==> src/rtl/cr_had_dbgreq_arb.sv <==
`default_nettype none
// ============================================================================
// Module      : cr_had_dbgreq_arb
// Description : HAD debug-request arbiter for NUM_BKPT breakpoint channels.
//               Prioritises sync/async debug requests, memory breakpoints and
//               trace. Holds the debug request towards the IU until debug mode
//               is entered or an acknowledge timeout expires. Runs the
//               entry/exit FSM and reports the entry cause and breakpoint index.
// Ports       : cpuclk / hadrst                   clock, async active-high reset
//               bkpt_ctrl_req / _ifetch_req       per-channel data / ifetch hits
//               regs_ctrl_mbee                    per-channel "exception, not debug"
//               regs_ctrl_dr / _adr               forced sync / async requests
//               sysio_had_sdb_req_b               system sync request (active-low)
//               pin_ctrl_jdb_req, trace_ctrl_req  pin async / trace requests
//               regs_ctrl_had_int_on,
//               iu_had_dbg_disable_for_tee        mask every breakpoint source
//               iu_yy_xx_dbgon                    CPU is in debug mode
//               iu_had_xx_bkpt_inst               software bkpt retired
//               regs_ctrl_hacr_ex/_go, regs_ctrl_exit_sel,
//               jtag_xx_update_dr                 exit command qualifiers
//               had_iu_dbg_req                    held debug request to IU
//               had_iu_mem_bkpt_exp_req           one-cycle bkpt exception pulse
//               had_ifu_inst_bkpt_dbq_req/_dbqexp_req  ifetch bkpt requests
//               had_yy_xx_dbg                     wake-up indication
//               had_yy_xx_exit_dbg                one-cycle exit pulse
//               ctrl_regs_cause/_bkpt_idx         cause / channel of last entry
//               ctrl_regs_cause_vld               entry-complete pulse
//               ctrl_regs_ack_timeout             sticky ack-timeout flag
// Revision    : 1.0 - initial release
// ============================================================================
module cr_had_dbgreq_arb #(
  parameter int NUM_BKPT    = 5,
  parameter int IDX_W       = 4,
  parameter int ACK_TIMEOUT = 255
) (
  input  logic                cpuclk,
  input  logic                hadrst,
  input  logic [NUM_BKPT-1:0] bkpt_ctrl_req,
  input  logic [NUM_BKPT-1:0] bkpt_ctrl_ifetch_req,
  input  logic [NUM_BKPT-1:0] regs_ctrl_mbee,
  input  logic                regs_ctrl_dr,
  input  logic                regs_ctrl_adr,
  input  logic                sysio_had_sdb_req_b,
  input  logic                pin_ctrl_jdb_req,
  input  logic                trace_ctrl_req,
  input  logic                regs_ctrl_had_int_on,
  input  logic                iu_had_dbg_disable_for_tee,
  input  logic                iu_yy_xx_dbgon,
  input  logic                iu_had_xx_bkpt_inst,
  input  logic                regs_ctrl_hacr_ex,
  input  logic                regs_ctrl_hacr_go,
  input  logic                regs_ctrl_exit_sel,
  input  logic                jtag_xx_update_dr,
  output logic                had_iu_dbg_req,
  output logic                had_iu_mem_bkpt_exp_req,
  output logic                had_ifu_inst_bkpt_dbq_req,
  output logic                had_ifu_inst_bkpt_dbqexp_req,
  output logic                had_yy_xx_dbg,
  output logic                had_yy_xx_exit_dbg,
  output logic [2:0]          ctrl_regs_cause,
  output logic [IDX_W-1:0]    ctrl_regs_bkpt_idx,
  output logic                ctrl_regs_cause_vld,
  output logic                ctrl_regs_ack_timeout
);

  // Counter is wide enough to hold ACK_TIMEOUT; with ACK_TIMEOUT==0 it simply
  // saturates and is never compared.
  localparam int               CNT_W      = (ACK_TIMEOUT > 1) ? $clog2(ACK_TIMEOUT + 1) : 1;
  localparam logic [CNT_W-1:0] CNT_MAX    = '1;
  localparam logic [CNT_W-1:0] CNT_LAST   = (ACK_TIMEOUT == 0) ? '0 : CNT_W'(ACK_TIMEOUT - 1);
  localparam bit               TIMEOUT_EN = (ACK_TIMEOUT != 0);

  localparam logic [2:0] CAUSE_NONE   = 3'd0;
  localparam logic [2:0] CAUSE_DR     = 3'd1;
  localparam logic [2:0] CAUSE_SDB    = 3'd2;
  localparam logic [2:0] CAUSE_JDB    = 3'd3;
  localparam logic [2:0] CAUSE_MBKPT  = 3'd4;
  localparam logic [2:0] CAUSE_TRACE  = 3'd5;
  localparam logic [2:0] CAUSE_SWBKPT = 3'd6;

  typedef enum logic [1:0] {
    ST_IDLE = 2'd0,
    ST_REQ  = 2'd1,
    ST_DBG  = 2'd2,
    ST_EXIT = 2'd3
  } state_e;

  state_e               state_q, state_d;
  logic [CNT_W-1:0]     cnt_q, cnt_d;
  logic [2:0]           cause_q, cause_d;
  logic [IDX_W-1:0]     idx_q, idx_d;
  logic                 vld_q, vld_d;
  logic                 exp_q, exp_d;
  logic                 exit_q, exit_d;
  logic                 ack_to_q, ack_to_d;
  logic                 dbgon_q;

  logic                 bkpt_mask;
  logic [NUM_BKPT-1:0]  mbkpt_vec;
  logic [NUM_BKPT-1:0]  mexp_vec;
  logic [IDX_W-1:0]     mbkpt_idx;
  logic [2:0]           src_cause;
  logic                 src_any;
  logic                 dbgon_rise;
  logic                 exit_cond;

  // Breakpoint sources are silenced entirely while interrupts-on or TEE
  // debug-disable is active.
  assign bkpt_mask = regs_ctrl_had_int_on | iu_had_dbg_disable_for_tee;
  assign mbkpt_vec = bkpt_ctrl_req & ~regs_ctrl_mbee & {NUM_BKPT{~bkpt_mask}};
  assign mexp_vec  = bkpt_ctrl_req &  regs_ctrl_mbee & {NUM_BKPT{~bkpt_mask}};

  // Lowest-numbered debug-mode breakpoint channel wins.
  always_comb begin
    mbkpt_idx = '0;
    for (int i = NUM_BKPT - 1; i >= 0; i--) begin
      if (mbkpt_vec[i]) mbkpt_idx = IDX_W'(i);
    end
  end

  always_comb begin
    src_cause = CAUSE_NONE;
    if (regs_ctrl_dr)                         src_cause = CAUSE_DR;
    else if (!sysio_had_sdb_req_b)            src_cause = CAUSE_SDB;
    else if (pin_ctrl_jdb_req | regs_ctrl_adr) src_cause = CAUSE_JDB;
    else if (|mbkpt_vec)                      src_cause = CAUSE_MBKPT;
    else if (trace_ctrl_req)                  src_cause = CAUSE_TRACE;
  end

  assign src_any    = (src_cause != CAUSE_NONE);
  assign dbgon_rise = iu_yy_xx_dbgon & ~dbgon_q;
  assign exit_cond  = regs_ctrl_hacr_ex & regs_ctrl_hacr_go & jtag_xx_update_dr &
                      regs_ctrl_exit_sel & iu_yy_xx_dbgon;

  always_comb begin
    state_d  = state_q;
    cnt_d    = cnt_q;
    cause_d  = cause_q;
    idx_d    = idx_q;
    vld_d    = 1'b0;
    exp_d    = 1'b0;
    exit_d   = 1'b0;
    // The sticky timeout flag is released by the registered exit pulse.
    ack_to_d = ack_to_q & ~exit_q;
    case (state_q)
      ST_IDLE: begin
        if (src_any && !iu_yy_xx_dbgon) begin
          state_d = ST_REQ;
          cause_d = src_cause;
          if (src_cause == CAUSE_MBKPT) idx_d = mbkpt_idx;
        end else if (dbgon_rise) begin
          // Debug mode entered without our request (e.g. software bkpt).
          state_d = ST_DBG;
          vld_d   = 1'b1;
          if (iu_had_xx_bkpt_inst) cause_d = CAUSE_SWBKPT;
        end else if (|mexp_vec) begin
          exp_d = 1'b1;
        end
      end
      ST_REQ: begin
        if (iu_yy_xx_dbgon) begin
          state_d = ST_DBG;
          vld_d   = 1'b1;
          cnt_d   = '0;
        end else if (TIMEOUT_EN && (cnt_q == CNT_LAST)) begin
          state_d  = ST_IDLE;
          ack_to_d = 1'b1;
          cnt_d    = '0;
        end else if (cnt_q != CNT_MAX) begin
          cnt_d = cnt_q + 1'b1;
        end
      end
      ST_DBG: begin
        if (exit_cond) begin
          state_d = ST_EXIT;
          exit_d  = 1'b1;
        end
      end
      ST_EXIT: begin
        if (!iu_yy_xx_dbgon) state_d = ST_IDLE;
      end
      default: state_d = ST_IDLE;
    endcase
  end

  always_ff @(posedge cpuclk or posedge hadrst) begin
    if (hadrst) begin
      state_q  <= ST_IDLE;
      cnt_q    <= '0;
      cause_q  <= CAUSE_NONE;
      idx_q    <= '0;
      vld_q    <= 1'b0;
      exp_q    <= 1'b0;
      exit_q   <= 1'b0;
      ack_to_q <= 1'b0;
      dbgon_q  <= 1'b0;
    end else begin
      state_q  <= state_d;
      cnt_q    <= cnt_d;
      cause_q  <= cause_d;
      idx_q    <= idx_d;
      vld_q    <= vld_d;
      exp_q    <= exp_d;
      exit_q   <= exit_d;
      ack_to_q <= ack_to_d;
      dbgon_q  <= iu_yy_xx_dbgon;
    end
  end

  assign had_iu_dbg_req          = (state_q == ST_REQ);
  assign had_iu_mem_bkpt_exp_req = exp_q;
  assign had_yy_xx_exit_dbg      = exit_q;
  assign ctrl_regs_cause         = cause_q;
  assign ctrl_regs_bkpt_idx      = idx_q;
  assign ctrl_regs_cause_vld     = vld_q;
  assign ctrl_regs_ack_timeout   = ack_to_q;

  // Combinational outputs are forced low during reset so that every output
  // reads zero while hadrst is asserted.
  assign had_ifu_inst_bkpt_dbq_req    = ~hadrst & ~bkpt_mask &
                                        (|(bkpt_ctrl_ifetch_req & ~regs_ctrl_mbee));
  assign had_ifu_inst_bkpt_dbqexp_req = ~hadrst & ~bkpt_mask &
                                        (|(bkpt_ctrl_ifetch_req & regs_ctrl_mbee));
  assign had_yy_xx_dbg                = ~hadrst & (regs_ctrl_dr | ~sysio_had_sdb_req_b |
                                                   pin_ctrl_jdb_req | regs_ctrl_adr);

endmodule
`default_nettype wire
==> config.mk <==
export PLATFORM = sky130hd
export DESIGN_NAME = cr_had_dbgreq_arb
export DESIGN_NICKNAME = d
export VERILOG_FILES = /design/src/rtl/cr_had_dbgreq_arb.sv
export SDC_FILE = /design/constraint.sdc
export NUM_CORES = 1
export LEC_CHECK = 0
export BUFFER_PORTS_ARGS = -buffer_cell sky130_fd_sc_hd__clkbuf_2
export CORE_MARGIN = 4
export CORE_UTILIZATION = 30
export CTS_CLUSTER_SIZE = 30
export DETAILED_ROUTE_END_ITERATION = 16
export HOLD_SLACK_MARGIN = 0.03
export PLACE_DENSITY = 0.55
export SYNTH_ARGS = -nofsm -noshare
export SYNTH_HDL_FRONTEND = slang
export SYNTH_SLANG_ARGS = --single-unit
==> constraint.sdc <==
create_clock -name cpuclk -period 1.8 [get_ports cpuclk]
set_input_delay 0.18 -clock cpuclk [delete_from_list [all_inputs] [get_ports cpuclk]]
set_output_delay 0.18 -clock cpuclk [all_outputs]
set_load 0.01 [all_outputs]
==> results.toml, run 1 <==
[sta]
rsz_0062_raised_after_global_routing = "false"
final-max-slew-violation-count = 0
timing_hold_violations_final = 0
skew_ps = 2.77
timing.hold.ws_ps = 252
final.period_utilization_pct = 93.1
fmax_mhz = 597
totalNegativeSetupSlack_ps = 0
setup-violations-final = 0
layout_min_cycle_time_ps = 1670

[yosys]
post-synth-top-area-cell = "sky130_fd_sc_hd__dfrtp_1"
combinational_family_with_the_most_area_after_synthesis = "simple AND/OR/NAND/NOR gates"
postSynthRegisterBits = 21
netlist_top_cells_area = "sky130_fd_sc_hd__dfrtp_1 (39%), sky130_fd_sc_hd__o21ai_0 (4.8%), sky130_fd_sc_hd__nand2b_1 (4.2%), sky130_fd_sc_hd__a21oi_1 (3.3%), sky130_fd_sc_hd__nor2_1 (3.3%)"
synthesized_area_fraction_occupied_by_ao_oa_aoi_and_oai_cells_pct = 24.8
synth_enable_flop_cells = 0
synth_most_common_cell = "sky130_fd_sc_hd__dfrtp_1"
synth.cells.most_frequent = "sky130_fd_sc_hd__dfrtp_1 (21), sky130_fd_sc_hd__o21ai_0 (13), sky130_fd_sc_hd__nor2_1 (12)"
synth.area.mux_share_pct = 1.58
fraction_of_the_mapped_netlist_area_in_simple_logic_gates_pct = 27.8
postSynthNetCount = 184
asyncSetResetFlopFracSynth_pct = 100
synthesis.instances = 152
xor_xnor_cell_area_share_of_the_yosys_netlist_pct = 0
synth_warnings = 0
synth-adder-area-share_pct = 1.86
synth_seq_area_share_pct = 39.0
distinct_cells_synth = 49
synth_top_flop_cell = "sky130_fd_sc_hd__dfrtp_1"
synth_top_area_share_pct = 39.0
synth_area_um2 = 1350
synthesis.area_per_instance_um2 = 8.87

[power_and_ir_drop]
power.clock.fraction_pct = 19.7
p_seq_share_pct = 42.4
p_sw_share_pct = 36.1
power.static_leakage_nw = 0.790
finalPower_mw = 1.59
powerDensity_nw_per_um2 = 917
power.combinational.fraction_pct = 37.9
ir_drop_mv = 0.474
total_switching_power_mw = 0.575
internal_power_mw = 1.02

[critical_path]
timing.critical_path.cells = "ha_1 -> nand2b_1 -> o41ai_4 -> buf_4 -> or3_1 -> a21oi_1"
path_delay_family = "simple AND/OR/NAND/NOR gates"
crit-reg2reg-launch = "cnt_q[0]"
worst_r2r_endpoint = "cnt_q[4]"
timing.critical_path.fanout_max = 13
reg2reg_depth = 6
worst-setup-path-type = "reg2reg"
cp-end-kind = "flop"
critical_path.startpoint_type = "flop"
setup.worst_path.start = "cnt_q[0]"
critical-path-slowest-cell = "sky130_fd_sc_hd__dfrtp_2"
worst_ep_required_time_ps = 1990
rrSetupSlack_ps = 130
worst_path_largest_cell_delay_ps = 450
critPathArrivalTime_ps = 1860
worst-path-buf-inv = 1

[final_layout]
final_layout_size_suffix_gt1_share_pct = 31.9
stdcell_count = 259
n_antenna_cell = 0
nNetsFinal = 240
area_growth_syn_to_layout_pct = 29.0
nFillCells = 454
finish.instance_area_um2 = 1740

[job]
max_capacitance_violation_total = 0

[hold_path]
holdPathStages = 4
hold_path.class = "in2reg"
holdPathEnd = "had_iu_mem_bkpt_exp_req"
hold_start = "regs_ctrl_had_int_on"

[global_route]
antenna_violations_before_repair = 0
all_layer_global_routing_usage_pct = 12.9
groute.layer.met2.usage_pct = 22.1
grt_use_met1_pct = 17.5
grt_first_pass_wirelength_um = 5730
grtUsageMet3_pct = 3.07
globalRoute.busiestLayer = "met2"
first_global_vias = 1241
gr-total-overflow = 0
grt_max_degree = 22

[detailed_routing]
total_wire_length_um = 3560
drtPass1Iterations = 4
antenna_violating_nets_post_route = 0
initialDrtViolationCount = 77
routedWlPerCell_um = 13.8
dr_vias = 1320
drt_drc_violations_left = 0
average_vias_per_placed_instance = 5.10

[place]
placed_cells_incl_taps = 254
number_of_buffers_added_on_ports = 43
detailed_place_hpwl_um = 2810
placed_area_um2 = 1680
finalWeightedCongestion = 0.793

[die]
die_x_um = 75.0
die_h_um = 75.0
total_core_area_um2 = 4350
initial_core_utilization_pct = 30.9
placement_rows = 24
floorplan.die_area_um2 = 5630
ioPinCount = 45

[clock_tree]
postCtsSetupBuffers = 0
tritoncts = "yes"
ctsHtreeMaxLevel = 1
ctsLongestPathBuffers = 2
clk_pin_slew_worst_paths_ps = 80
cts_root_buf = "sky130_fd_sc_hd__clkbuf_8"
cts_sinks = 21
numCtsBuffers = 3
clock_latency_ps = 260

[run_status]
status = "completed"
-- cells in the final DEF, fill, tap and decap left out, drive strengths merged, types with 2 or more instances in the layout --
cell	count
buf	10
nor2b	6
a211oi	2
nand4	4
o31ai	3
nor2	13
nand3	6
dfrtp	21
nand2b	9
o21ai	14
inv	11
a22oi	2
nand2	10
a21oi	10
and4	2
a222oi	3
clkbuf	46
or3	5
ha	2
or2	3
-- what timing repair did --
action	CTS	global route
hold buffers	1	0
hold endpoints to repair	21	0
endpoints found under the setup margin	0	7
resized for setup	0	1
-- power by group through the flow --
stage	sequential (mW)	combinational, mW	clock [mW]
detailed placement	0.682	0.608	0
finish	0.676	0.604	0.313
CTS	0.674	0.613	0.334
global route	0.693	0.686	0.351
global placement	0.679	0.609	0
floorplan	0.701	0.324	0
-- worst max path at each step --
stage	end	slack, ps	cells past startpoint
2_1_floorplan	cnt_q[0]	180	7
3_3_place_gp	ctrl_regs_bkpt_idx[0]	120	5
6_report	cnt_q[4]	130	6
3_5_place_dp	ctrl_regs_bkpt_idx[0]	100	5
4_1_cts	cnt_q[0]	90	7
5_1_grt	cnt_q[0]	9	7
-- through the flow --
| stage | utilization (%) | setup slack, ps |
|---|---|---|
| 2_1_floorplan | - | 183 |
| 3_3_place_gp | 38.6 | 122 |
| 3_5_place_dp | 38.6 | 97.7 |
| 4_1_cts | 39.9 | 85.9 |
| 5_1_grt | 39.9 | 8.61 |
| 6_report | 39.9 | 125 |
-- worst reg2reg max path: stages (launching register included) --
cell and delay (ps):
sky130_fd_sc_hd__dfrtp_2 450, sky130_fd_sc_hd__ha_1 260, sky130_fd_sc_hd__nand2b_1 130, sky130_fd_sc_hd__o41ai_4 80
sky130_fd_sc_hd__buf_4 180, sky130_fd_sc_hd__or3_1 350, sky130_fd_sc_hd__a21oi_1 150
-- cell families (layout without fill, tap and decap cells) --
logic type | after synthesis | in the layout
AOI/OAI and AO/OA | 46 | 46
adders and majority gates | 2 | 2
buffers and inverters | 14 | 69
DFF | 21 | 21
muxes | 2 | 2
other | 1 | 1
and+or+nand+nor | 66 | 66
-- state kept, by name, summed over array words and instances, names as in the netlist --
signal                   flops
cnt_q                        8
had_yy_xx_exit_dbg           1
ctrl_regs_cause_vld          1
ctrl_regs_bkpt_idx           3
state_q                      2
dbgon_q                      1
ctrl_regs_cause              3
had_iu_mem_bkpt_exp_req      1
ctrl_regs_ack_timeout        1
-- layout make-up --
cell class                      instances  area [µm²]  share of cell area [%]
Clock inverter                          1        5.00                   0.288
Tap cell                               52        65.1                    3.74
Inverter                               11        41.3                    2.38
Sequential cell                        21         527                    30.3
Timing Repair Buffer                   54         300                    17.3
Multi-Input combinational cell        117         758                    43.6
Clock buffer                            3        41.3                    2.38
-- routing by layer --
| metal | wire (µm) | vias to the layer above |
|---|---|---|
| met2 | 1610 | 44 |
| met4 | 4 | 0 |
| met1 | 1680 | 603 |
| li1 | - | 671 |
| met5 | 0 | - |
| met3 | 269 | 2 |
Note: power is estimated with default switching activity, not from simulation.
==> run 2, diff against run 1 <==
Settings changed: ABC_AREA set to 1, CTS_CLUSTER_DIAMETER set to 120.
==> run 2 against run 1 <==
Effect of this change: first-iteration DRC count down 25%; combinational power about the same; total power up 0.74%; critical path depth unchanged; non-clock buffer count down 9; maximum frequency up 6.9%; core utilization down 1.0 points; critical path type is now in2out; highest routed layer unchanged.
==> results.toml, run 2 <==
[global_route]
first_global_vias = 1388
all_layer_global_routing_usage_pct = 12.2
gr-total-overflow = 0
antenna_violations_before_repair = 0
grt_first_pass_wirelength_um = 6000
grt_max_degree = 15

[detailed_routing]
drtPass1Iterations = 4
dr_vias = 1331
drt_drc_violations_left = 0
antenna_violating_nets_post_route = 0
average_vias_per_placed_instance = 4.65
total_wire_length_um = 3310
routedWlPerCell_um = 11.6
initialDrtViolationCount = 58

[die]
placement_rows = 24
initial_core_utilization_pct = 31.3
total_core_area_um2 = 4410
floorplan.die_area_um2 = 5760
ioPinCount = 45
die_h_um = 75.9
die_x_um = 75.9

[final_layout]
finish.instance_area_um2 = 1720
stdcell_count = 286
final_layout_size_suffix_gt1_share_pct = 28.6
area_growth_syn_to_layout_pct = 24.1
register_bank_with_the_most_flops = "cnt_q"
largest_register_ffs = 8
n_antenna_cell = 0
nNetsFinal = 267
commonest_non_fill_non_tap_cells_in_the_layout = "sky130_fd_sc_hd__nand2_1 (43), sky130_fd_sc_hd__clkbuf_2 (43), sky130_fd_sc_hd__nor2_1 (22), sky130_fd_sc_hd__inv_1 (21), sky130_fd_sc_hd__dfrtp_1 (21)"

[critical_path]
worst_ep_required_time_ps = 1620
worst-setup-path-type = "in2out"
worst_path_largest_cell_delay_ps = 520
worst-path-buf-inv = 4
timing.critical_path.cells = "dlygate4sd3_1 -> clkbuf_2 -> clkinvlp_4 -> nand2_1 -> nor2_1 -> clkbuf_2"
critical-path-top-cell-by-count = "sky130_fd_sc_hd__clkbuf_2"
timing.critical_path.fanout_max = 10
path_delay_family = "buffers and inverters"
critical_path.startpoint_type = "input pin"
critical-path-slowest-cell = "sky130_fd_sc_hd__dlygate4sd3_1"
critPathArrivalTime_ps = 1390
cp-end-kind = "output pin"

[sta]
setup-violations-final = 0
layout_min_cycle_time_ps = 1570
rsz_0062_raised_after_global_routing = "false"
skew_ps = 13.2
timing_hold_violations_final = 0
final-max-slew-violation-count = 0
final.period_utilization_pct = 87.0
totalNegativeSetupSlack_ps = 0
fmax_mhz = 638

[yosys]
asyncSetResetFlopFracSynth_pct = 100
postSynthNetCount = 220
synth.cells.most_frequent = "sky130_fd_sc_hd__nand2_1 (43), sky130_fd_sc_hd__inv_1 (22), sky130_fd_sc_hd__nor2_1 (22)"
synthesis.instances = 188
synth_seq_area_share_pct = 38.0
post-synth-top-area-cell = "sky130_fd_sc_hd__dfrtp_1"
synth_enable_flop_cells = 0
synth_area_um2 = 1380
synth_warnings = 0
synth_most_common_cell = "sky130_fd_sc_hd__nand2_1"
synthesis.area_per_instance_um2 = 7.36
distinct_cells_synth = 31
netlist_top_cells_area = "sky130_fd_sc_hd__dfrtp_1 (38%), sky130_fd_sc_hd__nand2_1 (12%), sky130_fd_sc_hd__inv_1 (6.0%), sky130_fd_sc_hd__nor2_1 (6.0%), sky130_fd_sc_hd__nand3_1 (5.8%)"
synth_top_flop_cell = "sky130_fd_sc_hd__dfrtp_1"
synth_top_area_share_pct = 38.0
postSynthRegisterBits = 21

[clock_tree]
numCtsBuffers = 3
ctsLongestPathBuffers = 2
postCtsSetupBuffers = 0
ctsHtreeMaxLevel = 1
clock_latency_ps = 270
clk_pin_slew_worst_paths_ps = 90
cts_root_buf = "sky130_fd_sc_hd__clkbuf_8"
cts_sinks = 21
tritoncts = "yes"

[power_and_ir_drop]
power.combinational.fraction_pct = 37.6
powerDensity_nw_per_um2 = 935
p_sw_share_pct = 39.5
p_seq_share_pct = 41.9
power.static_leakage_nw = 0.914
total_switching_power_mw = 0.634
power.clock.fraction_pct = 20.5
internal_power_mw = 0.972
ir_drop_mv = 0.249

[hold_path]
hold_path.class = "in2reg"

[run_status]
status = "completed"

[place]
number_of_buffers_added_on_ports = 43
finalWeightedCongestion = 0.771
detailed_place_hpwl_um = 2700
placed_cells_incl_taps = 281
placed_area_um2 = 1650

[job]
max_capacitance_violation_total = 0
run 2: cell types whose count changed in the layout (fill, tap and decap cells not counted), sizes merged, moves of 9 or more:
cell	before	now
nand2b	9	0
nand2	10	48
inv	11	25
buf	10	1
nand3	6	19
nor2	13	27
run 2: kinds of logic after synthesis:
kind of cell	synth area share, %
flip-flops	38.0
buffers and inverters	8.32
adder cells (fa/ha/maj)	1.81
XOR/XNOR	2.53
other	0.271
AO/OA/AOI/OAI	10.4
multiplexers	1.08
AND/OR/NAND/NOR	37.6
run 2: final cells by class:
cell class                      count  area (µm²)
Tap cell                           52        65.1
Clock buffer                        3        41.3
Clock inverter                      1        7.51
Multi-Input combinational cell    138         743
Inverter                           26         101
Sequential cell                    21         526
Fill cell                         480        2700
Timing Repair Buffer               45         233
run 2: metal layers:
layer	GRT usage, %	vias up	share of wire, %
met5	0	-	0
met2	20.0	36	46
li1	-	705	-
met1	15.9	586	48
met4	2.67	0	0.94
met3	3.32	4	4.9
run 2: worst register-to-register path: cells and delay by family (launching register included):
kind,cells,cell delay (ps)
DFF,1,400
adders and majority gates,1,200
and+or+nand+nor,4,380
buffers and inverters,1,100
muxes,1,310
run 2: path summary, 6_finish.rpt:
kind,startpoint,to,slack [ps],cells past startpoint
setup / recovery,hadrst,had_ifu_inst_bkpt_dbqexp_req,230,6
hold / removal,iu_yy_xx_dbgon,dbgon_q,110,1
min in group asynchronous,hadrst,ctrl_regs_cause[0],370,3
max in group asynchronous,hadrst,ctrl_regs_cause_vld,980,4
setup reg to reg,cnt_q[0],cnt_q[1],310,7
hold reg to reg,had_yy_xx_exit_dbg,ctrl_regs_ack_timeout,450,1
run 2: power by group through the flow:
stage | Combinational, mW | Sequential, mW | Clock [mW]
final | 0.603 | 0.673 | 0.329
after global routing | 0.693 | 0.695 | 0.366
after CTS | 0.610 | 0.676 | 0.344
after detailed placement | 0.605 | 0.683 | 0
after global placement | 0.604 | 0.683 | 0
after floorplan | 0.428 | 0.669 | 0
run 2: what timing repair did:
| item | in CTS | in global routing |
|---|---|---|
| hold endpoints to repair | 7 | 0 |
| hold buffers | 1 | 0 |
| resized for setup | 0 | 1 |
| setup endpoints to repair | 0 | 2 |
run 2: metrics by stage:
step / util (%) / hold WS [ps] / power, mW / setup WS (ps)
final: 38.9 / 106 / 1.61 / 233
after global routing: 38.9 / 101 / 1.75 / 117
after CTS: 38.8 / 99.9 / 1.63 / 72.4
after detailed placement: 37.5 / 163 / 1.29 / 327
after global placement: 37.5 / 162 / 1.29 / 345
after floorplan: - / 174 / 1.10 / 403
